### src/rtl/report_collector.sv
// Collects STE report vectors into a record FIFO, tagging each hit with its
// symbol offset, and drains the records over a valid/ready handshake.
module report_collector #(
  parameter int NUM_REPORTS  = 8,
  parameter int OFFSET_WIDTH = 32,
  parameter int FIFO_DEPTH   = 16,
  parameter int DROP_WIDTH   = 16
) (
  input  logic                          clk,
  input  logic                          reset_n,
  input  logic                          run,
  input  logic                          start_of_data,
  input  logic [NUM_REPORTS-1:0]        report_states,
  output logic                          rpt_valid,
  input  logic                          rpt_ready,
  output logic [OFFSET_WIDTH-1:0]       rpt_offset,
  output logic [NUM_REPORTS-1:0]        rpt_vector,
  output logic [$clog2(FIFO_DEPTH):0]   fifo_count,
  output logic                          overflow,
  output logic [DROP_WIDTH-1:0]         drop_count,
  input  logic                          clear_overflow
);

  localparam int AW = $clog2(FIFO_DEPTH);
  localparam int CW = AW + 1;
  localparam logic [CW-1:0] FULL = CW'(FIFO_DEPTH);

  typedef struct packed {
    logic [OFFSET_WIDTH-1:0] offset;
    logic [NUM_REPORTS-1:0]  vector;
  } rec_t;

  rec_t                    mem [FIFO_DEPTH];
  rec_t                    head;
  rec_t                    rec_in;
  logic [AW-1:0]           rd_ptr, wr_ptr, rd_nxt;
  logic [CW-1:0]           count;
  logic [OFFSET_WIDTH-1:0] offset_cnt, idx;
  logic                    hit, push, pop, drop;

  assign idx    = start_of_data ? '0 : offset_cnt;
  assign hit    = run & (|report_states);
  assign rec_in = '{offset: idx, vector: report_states};

  // valid is decoded from the registered count only, never from rpt_ready
  assign rpt_valid = (count != '0);
  assign pop       = rpt_valid & rpt_ready;
  assign push      = hit & ((count != FULL) | pop);
  assign drop      = hit & ~push;
  assign rd_nxt    = rd_ptr + AW'(1);

  assign rpt_offset = head.offset;
  assign rpt_vector = head.vector;
  assign fifo_count = count;

  always_ff @(posedge clk or negedge reset_n) begin
    if (!reset_n)  offset_cnt <= '0;
    else if (run)  offset_cnt <= idx + OFFSET_WIDTH'(1);
  end

  always_ff @(posedge clk) begin
    if (push) mem[wr_ptr] <= rec_in;
  end

  always_ff @(posedge clk or negedge reset_n) begin
    if (!reset_n) begin
      rd_ptr <= '0;
      wr_ptr <= '0;
      count  <= '0;
    end else begin
      if (push) wr_ptr <= wr_ptr + AW'(1);
      if (pop)  rd_ptr <= rd_nxt;
      case ({push, pop})
        2'b10:   count <= count + CW'(1);
        2'b01:   count <= count - CW'(1);
        default: count <= count;
      endcase
    end
  end

  // Head register: next stored entry on pop, or the incoming record when the
  // FIFO is (or is becoming) empty; otherwise it keeps the last value shown.
  always_ff @(posedge clk or negedge reset_n) begin
    if (!reset_n)
      head <= '0;
    else if (pop && count > CW'(1))
      head <= mem[rd_nxt];
    else if (push && (count == '0 || (pop && count == CW'(1))))
      head <= rec_in;
  end

  // A drop in the clearing cycle wins: it restarts the count at one.
  always_ff @(posedge clk or negedge reset_n) begin
    if (!reset_n) begin
      overflow   <= 1'b0;
      drop_count <= '0;
    end else if (drop) begin
      overflow   <= 1'b1;
      if (clear_overflow)   drop_count <= DROP_WIDTH'(1);
      else if (~&drop_count) drop_count <= drop_count + DROP_WIDTH'(1);
    end else if (clear_overflow) begin
      overflow   <= 1'b0;
      drop_count <= '0;
    end
  end

endmodule

### config.mk
export PLATFORM = sky130hd
export DESIGN_NAME = report_collector
export DESIGN_NICKNAME = d
export VERILOG_FILES = /design/src/rtl/report_collector.sv
export SDC_FILE = /design/constraint.sdc
export NUM_CORES = 1
export LEC_CHECK = 0
export BUFFER_PORTS_ARGS = -buffer_cell sky130_fd_sc_hd__buf_4
export CORE_UTILIZATION = 35
export DETAILED_ROUTE_END_ITERATION = 12
export PLACE_DENSITY = 0.47
export SLEW_MARGIN = 10
export SYNTH_ARGS = -nofsm -noshare
export SYNTH_HDL_FRONTEND = slang
export SYNTH_SLANG_ARGS = --single-unit
### constraint.sdc
create_clock -name clk -period 9.19 [get_ports clk]
set_input_delay 0.4595 -clock clk [delete_from_list [all_inputs] [get_ports clk]]
set_output_delay 0.4595 -clock clk [all_outputs]
set_load 0.005 [all_outputs]
==> out/metrics.csv, run 1 <==
metric,value,unit
timing.final.crit_share,41.61,%
place_congestion,0.7274,
drv_slew,0,
grt_pass1_wl,113.8,mm
skew,0.01733,ns
use_met3,2.474,%
hold_start,clear_overflow,
outcome,"complete, no violations",
yosysMostFrequentCell,edfxtp_1,
portBuffers,76,
cts.htree.levels,3,
cts_resized,0,
startpoint,rd_ptr[0]$_DFFE_PN0P_,
start_util,35.41,%
core_area,0.08382,mm²
hold_path_class,input port to register,
cts_max_path_buffers,3,
synth-main-ff-cell,edfxtp_1,
yosysTopAreaCell,edfxtp_1,
fin_nets,1931,
critPathKind,register to register,
maxCapViolations,0,
synth-seq-cells,742,
busiest_layer,met2,
die_x,293.2,µm
fin_crit,3.824,ns
diodes,0,
whs,0.1550,ns
clkTransAtPathRegs,0.06,ns
worst-path-max-fanout,58,
synth_edf_count,640,
synth_area,0.02968,mm²
vias_per_cell,5.252,
syn_inst,1820,
grt_overflow_total,0,
dieArea,0.08596,mm²
yosys_warnings,0,
post_drt_wl_per_cell,25.06,µm
dp_slack,5.350,ns
cts-hold-fix-buffers,1,
fp-row-count,106,
r2r_start,rd_ptr[0]$_DFFE_PN0P_,
worst_path_max_delay_cell,ha_4,
layout.cells.non_filler,3104,
critPathMaxStageDelay,0.95,ns
grt.total_usage,18.18,%
avgSynthCellArea,16.31,µm²
synth_common_cells,"edfxtp_1, mux2i_1, a22oi_1",
cp.required,9.68,ns
synth_area_leaders,"edfxtp_1, mux2i_1, dfrtp_1",
setup_slack,5.366,ns
cts.sinks,742,
cts_made_buffers,81,
rsz0062_at_grt,no,
syn-num-nets,1846,
path_cells,ha_4 > buf_4 > buf_4 > mux2i_1 > a22oi_1 > nand3_1 > nand3_1,
p_leak,12.38,nW
grt_antenna_before_repair,1,
ant_nets,0,
io_pins,77,
use_met2,31.96,%
worst_slew_pin_slew,1.211,ns
syn2layout_area_growth,15.34,%
drc,0,
fmax,261.5,MHz
critPathCaptureType,register,
fill_cells,7675,
ys_types,58,
grt_pass1_vias,16620,
design_area,0.03423,mm²
tritoncts,done,
drt-initial-drc-count,1020,
place_inst,2955,
place_hpwl,36.39,mm
drive_gt1_share,13.50,%
die_h,293.2,µm
vias,16300,
yosysTopAreaCellShare,64.76,%
seq_area_frac_synth,73.36,%
cts_root_buffer,clkbuf_16,
hold_viol,0,
grt_max_degree,132,
dr.pass1.iters,4,
finalSetupViolCount,0,
startpoint_type,register,
drt_wl_total,77.78,mm
critical_path_arrival,4.31,ns
maxSlewHeadroom,19.12,%
place_area,0.03160,mm²
vdd_drop_max,0.3448,mV
setup-tns-final,0,ns
post_cts_buffers,0,
async_flop_share,13.75,%
gr-usage-met1,23.49,%
clk-insertion-delay-late,0.62,ns
cellPowerDensity,336.7,mW/mm²
per-layer routing:
| layer | vias to the layer above | wire length (µm) |
|---|---|---|
| met5 | - | 0 |
| met4 | 0 | 1419 |
| met3 | 95 | 2739 |
| met2 | 291 | 39810 |
| met1 | 8572 | 33820 |
| li1 | 7343 | - |
power breakdown:
group | internal, mW | leakage [nW] | switching [mW]
sequential | 4.04 | 7.41 | 0.211
clock | 1.91 | 1.27 | 1.30
combinational | 1.58 | 3.70 | 2.47
per-stage QoR:
stage / utilization, % / power (mW)
5_1_grt: 40.84 / 12.09
6_report: 40.84 / 11.53
3_5_place_dp: 37.69 / 8.445
4_1_cts: 40.83 / 11.68
3_3_place_gp: 37.69 / 8.411
2_1_floorplan: - / 7.077
path summary, 6_finish.rpt:
check | to | slack [ns] | cells past startpoint
worst max register to register | rpt_offset[12]$_DFFE_PN0P_ | 5.37 | 7
worst min-delay path | drop_count[14]$_DFFE_PN0P_ | 0.16 | 2
min in group asynchronous | drop_count[7]$_DFFE_PN0P_ | 0.42 | 2
worst max-delay path | rpt_offset[12]$_DFFE_PN0P_ | 5.37 | 7
worst min register to register | rd_ptr[3]$_DFFE_PN0P_ | 0.50 | 1
max in group asynchronous | rpt_offset[1]$_DFFE_PN0P_ | 7.47 | 3
cell families (layout without fill, tap and decap cells):
kind of cell / count (synthesis) / after routing / synth area share, %
compound gates: 245 / 245 / 6.046
xor+xnor: 41 / 41 / 1.210
mux: 324 / 324 / 10.94
buf+inv: 124 / 274 / 1.737
fa+ha+maj: 12 / 12 / 0.5059
simple gates: 332 / 332 / 6.206
flops: 742 / 742 / 73.36
worst max-delay path: cells and delay by family, from the launching register on:
| family | cells | cell delay (ns) |
|---|---|---|
| mux | 1 | 0.28 |
| fa+ha+maj | 1 | 0.95 |
| simple gates | 2 | 0.24 |
| flops | 1 | 0.52 |
| buf+inv | 2 | 1.49 |
| compound gates | 1 | 0.11 |
flip-flops by register name (all words and copies together) (netlist names):
name,cells
mem,640
rpt_offset,32
offset_cnt,32
rd_ptr,4
drop_count,16
overflow,1
fifo_count,5
rpt_vector,8
wr_ptr,4
layout make-up:
| type | instances | area [µm²] | share of cell area [%] |
|---|---|---|---|
| Clock inverter | 35 | 356.6 | 1.042 |
| Timing Repair Buffer | 107 | 822.0 | 2.401 |
| Inverter | 19 | 71.32 | 0.2083 |
| Sequential cell | 742 | 21770 | 63.60 |
| Tap cell | 1134 | 1419 | 4.145 |
| Multi-Input combinational cell | 954 | 7530 | 22.00 |
| Clock buffer | 113 | 2261 | 6.605 |
layout by cell type, fill, tap and decap left out, types with 4 or more instances in the layout:
cell       synthesis  routed
edfxtp_1         640     640
mux2i_1          322     322
a22oi_1          200     200
nand3_1          137     137
buf_4              1     104
dfrtp_1          102     102
clkbuf_16          0      84
nand2_1           48      48
xnor2_1           27      27
nor2b_1           30      24
clkbuf_1          75      24
nor2_1            30      23
inv_1             18      18
a21oi_1           15      15
xor2_1            14      14
nand4_1           14      14
clkinv_1           0      13
ha_1              12      11
clkinv_2           0      10
and2_4             0       9
o21ai_0            8       8
nor4_2             3       7
or3_1              7       7
nor3_1             7       7
bufinv_16          0       7
nor2_4             0       6
nor4_1            10       6
nor3b_1            5       5
o22ai_1            5       5
clkbuf_8           0       5
or4_1              4       4
Power figures use the tool's default switching activity.
==> run 2: changes to the inputs <==
==> constraint.sdc (replaced) <==
create_clock -name clk -period 3.68 [get_ports clk]
set_input_delay 0.184 -clock clk [delete_from_list [all_inputs] [get_ports clk]]
set_output_delay 0.184 -clock clk [all_outputs]
set_load 0.005 [all_outputs]
==> out/metrics.csv, run 2 (same netlist as run 1, synthesis figures left out) <==
metric,value,unit
fmax,294.8,MHz
critical_path_arrival,3.71,ns
maxCapViolations,0,
clkPwrFrac,28.0,%
outcome,"complete, no violations",
layout.cells.non_filler,3174,
place_area,0.03225,mm²
grt_antenna_before_repair,0,
skew,0.01810,ns
vias_per_cell,5.219,
total_power,29.87,mW
pwr-share-comb,36.4,%
start_util,35.41,%
cellPowerDensity,849.6,mW/mm²
whs,0.1049,ns
cts_max_path_buffers,3,
post_drt_wl_per_cell,25.24,µm
layout_commonest_cell,edfxtp_1,
dr.pass1.iters,5,
tritoncts,done,
worst-path-max-fanout,19,
grt_overflow_total,0,
hold_viol,0,
layout_common_cells,"edfxtp_1, mux2i_1, a22oi_1, nand3_1, buf_4",
seqPwrFrac,35.6,%
cts.htree.levels,3,
p_int,19.37,mW
place_hpwl,45.83,mm
finalSetupViolCount,0,
drc,0,
fin_nets,1994,
core_area,0.08382,mm²
p_leak,12.84,nW
critPathCaptureType,register,
hold_path_class,input port to async pin,
vdd_drop_max,0.9946,mV
worst_slew_pin_slew,1.194,ns
maxSlewHeadroom,20.25,%
ant_nets,0,
design_area,0.03515,mm²
grt_max_degree,81,
syn2layout_area_growth,18.45,%
grt_pass1_vias,17130,
largest_register_ffs,640,
cts_made_buffers,84,
fill_cells,7607,
io_pins,77,
place_inst,3003,
drt_wl_total,80.12,mm
vias,16570,
netSwitchingFraction,35.15,%
fp-row-count,106,
clkTransAtPathRegs,0.06,ns
cts_root_buffer,clkbuf_16,
drive_gt1_share,16.23,%
cts.sinks,742,
timing.final.crit_share,92.18,%
die_x,293.2,µm
grt.total_usage,18.78,%
rsz0062_at_grt,no,
drv_slew,0,
drt-initial-drc-count,1250,
critPathKind,register to register,
utilization,41.94,%
startpoint_type,register,
clk-insertion-delay-late,0.63,ns
grt_pass1_wl,117.7,mm
dieArea,0.08596,mm²
diodes,0,
place_congestion,0.7550,
fin_crit,3.392,ns
p_sw,10.50,mW
portBuffers,76,
die_h,293.2,µm
cp.required,4.00,ns
largest_register,mem,
run 2: cell types whose count changed in the layout (fill, tap and decap cells not counted), sizes merged:
cell,change
bufinv,+1
clkbuf,-2
inv,+2
dlygate4sd3,+12
buf,+48
clkinv,+9
run 2: layout make-up:
class	instances	area, µm²	share of cell area [%]
sequential	742	21770	61.93
multi-input combinational	954	7570	21.53
clock buffer	111	2297	6.535
timing repair buffer	167	1553	4.417
tap	1134	1419	4.036
clock inverter	47	473.0	1.345
inverter	19	71.32	0.2029
run 2: critical path, cell delays in order (launching register included):
cell      delay (ns)
dfrtp_1         0.49
inv_1           0.11
ha_1            0.27
nand4b_4        0.14
nor2b_1         0.44
inv_2           0.23
nor3b_1         0.61
and2_4          0.52
buf_4           0.26
run 2: worst paths after layout:
path	cells past startpoint	slack [ns]	startpoint	endpoint
worst min-delay path	2	0.10	reset_n	drop_count[5]$_DFFE_PN0P_
max in group asynchronous	3	2.79	reset_n	offset_cnt[25]$_DFFE_PN0P_
worst min register to register	1	0.50	rd_ptr[3]$_DFFE_PN0P_	rd_ptr[3]$_DFFE_PN0P_
worst max register to register	8	0.29	fifo_count[0]$_DFFE_PN0P_	mem[5][16]$_DFFE_PP_
worst max-delay path	8	0.29	fifo_count[0]$_DFFE_PN0P_	mem[5][16]$_DFFE_PP_
min in group clk	3	0.42	clear_overflow	drop_count[13]$_DFFE_PN0P_
run 2: per-layer routing:
| metal | global-route usage [%] | wire length [µm] | vias to the layer above |
|---|---|---|---|
| li1 | - | - | 7480 |
| met1 | 24.74 | 35100 | 8593 |
| met2 | 31.89 | 39830 | 356 |
| met3 | 2.829 | 2850 | 136 |
| met4 | 5.831 | 2329 | 0 |
| met5 | 0 | 0 | - |
run 2: power groups by stage:
stage	clock network (mW)	registers [mW]	logic [mW]
global route	8.86	10.7	11.7
finish	8.36	10.6	10.9
global placement	0	10.8	11.0
floorplan	0	10.6	7.09
CTS	8.58	10.7	11.1
detailed placement	0	10.8	11.1
run 2: through the flow:
step | setup WS, ns | TNS (ns)
final | 0.2878 | 0
after global routing | 0.09516 | 0
after CTS | 0.2714 | 0
after detailed placement | 0.3070 | 0
after global placement | 0.4197 | 0
after floorplan | -0.2532 | -40.51
run 2: timing repair:
item                                   4_1_cts  5_1_grt
setup buffers                                0        0
resized for setup                            0        0
endpoints found under the hold margin      207        0
hold buffers                                13        0
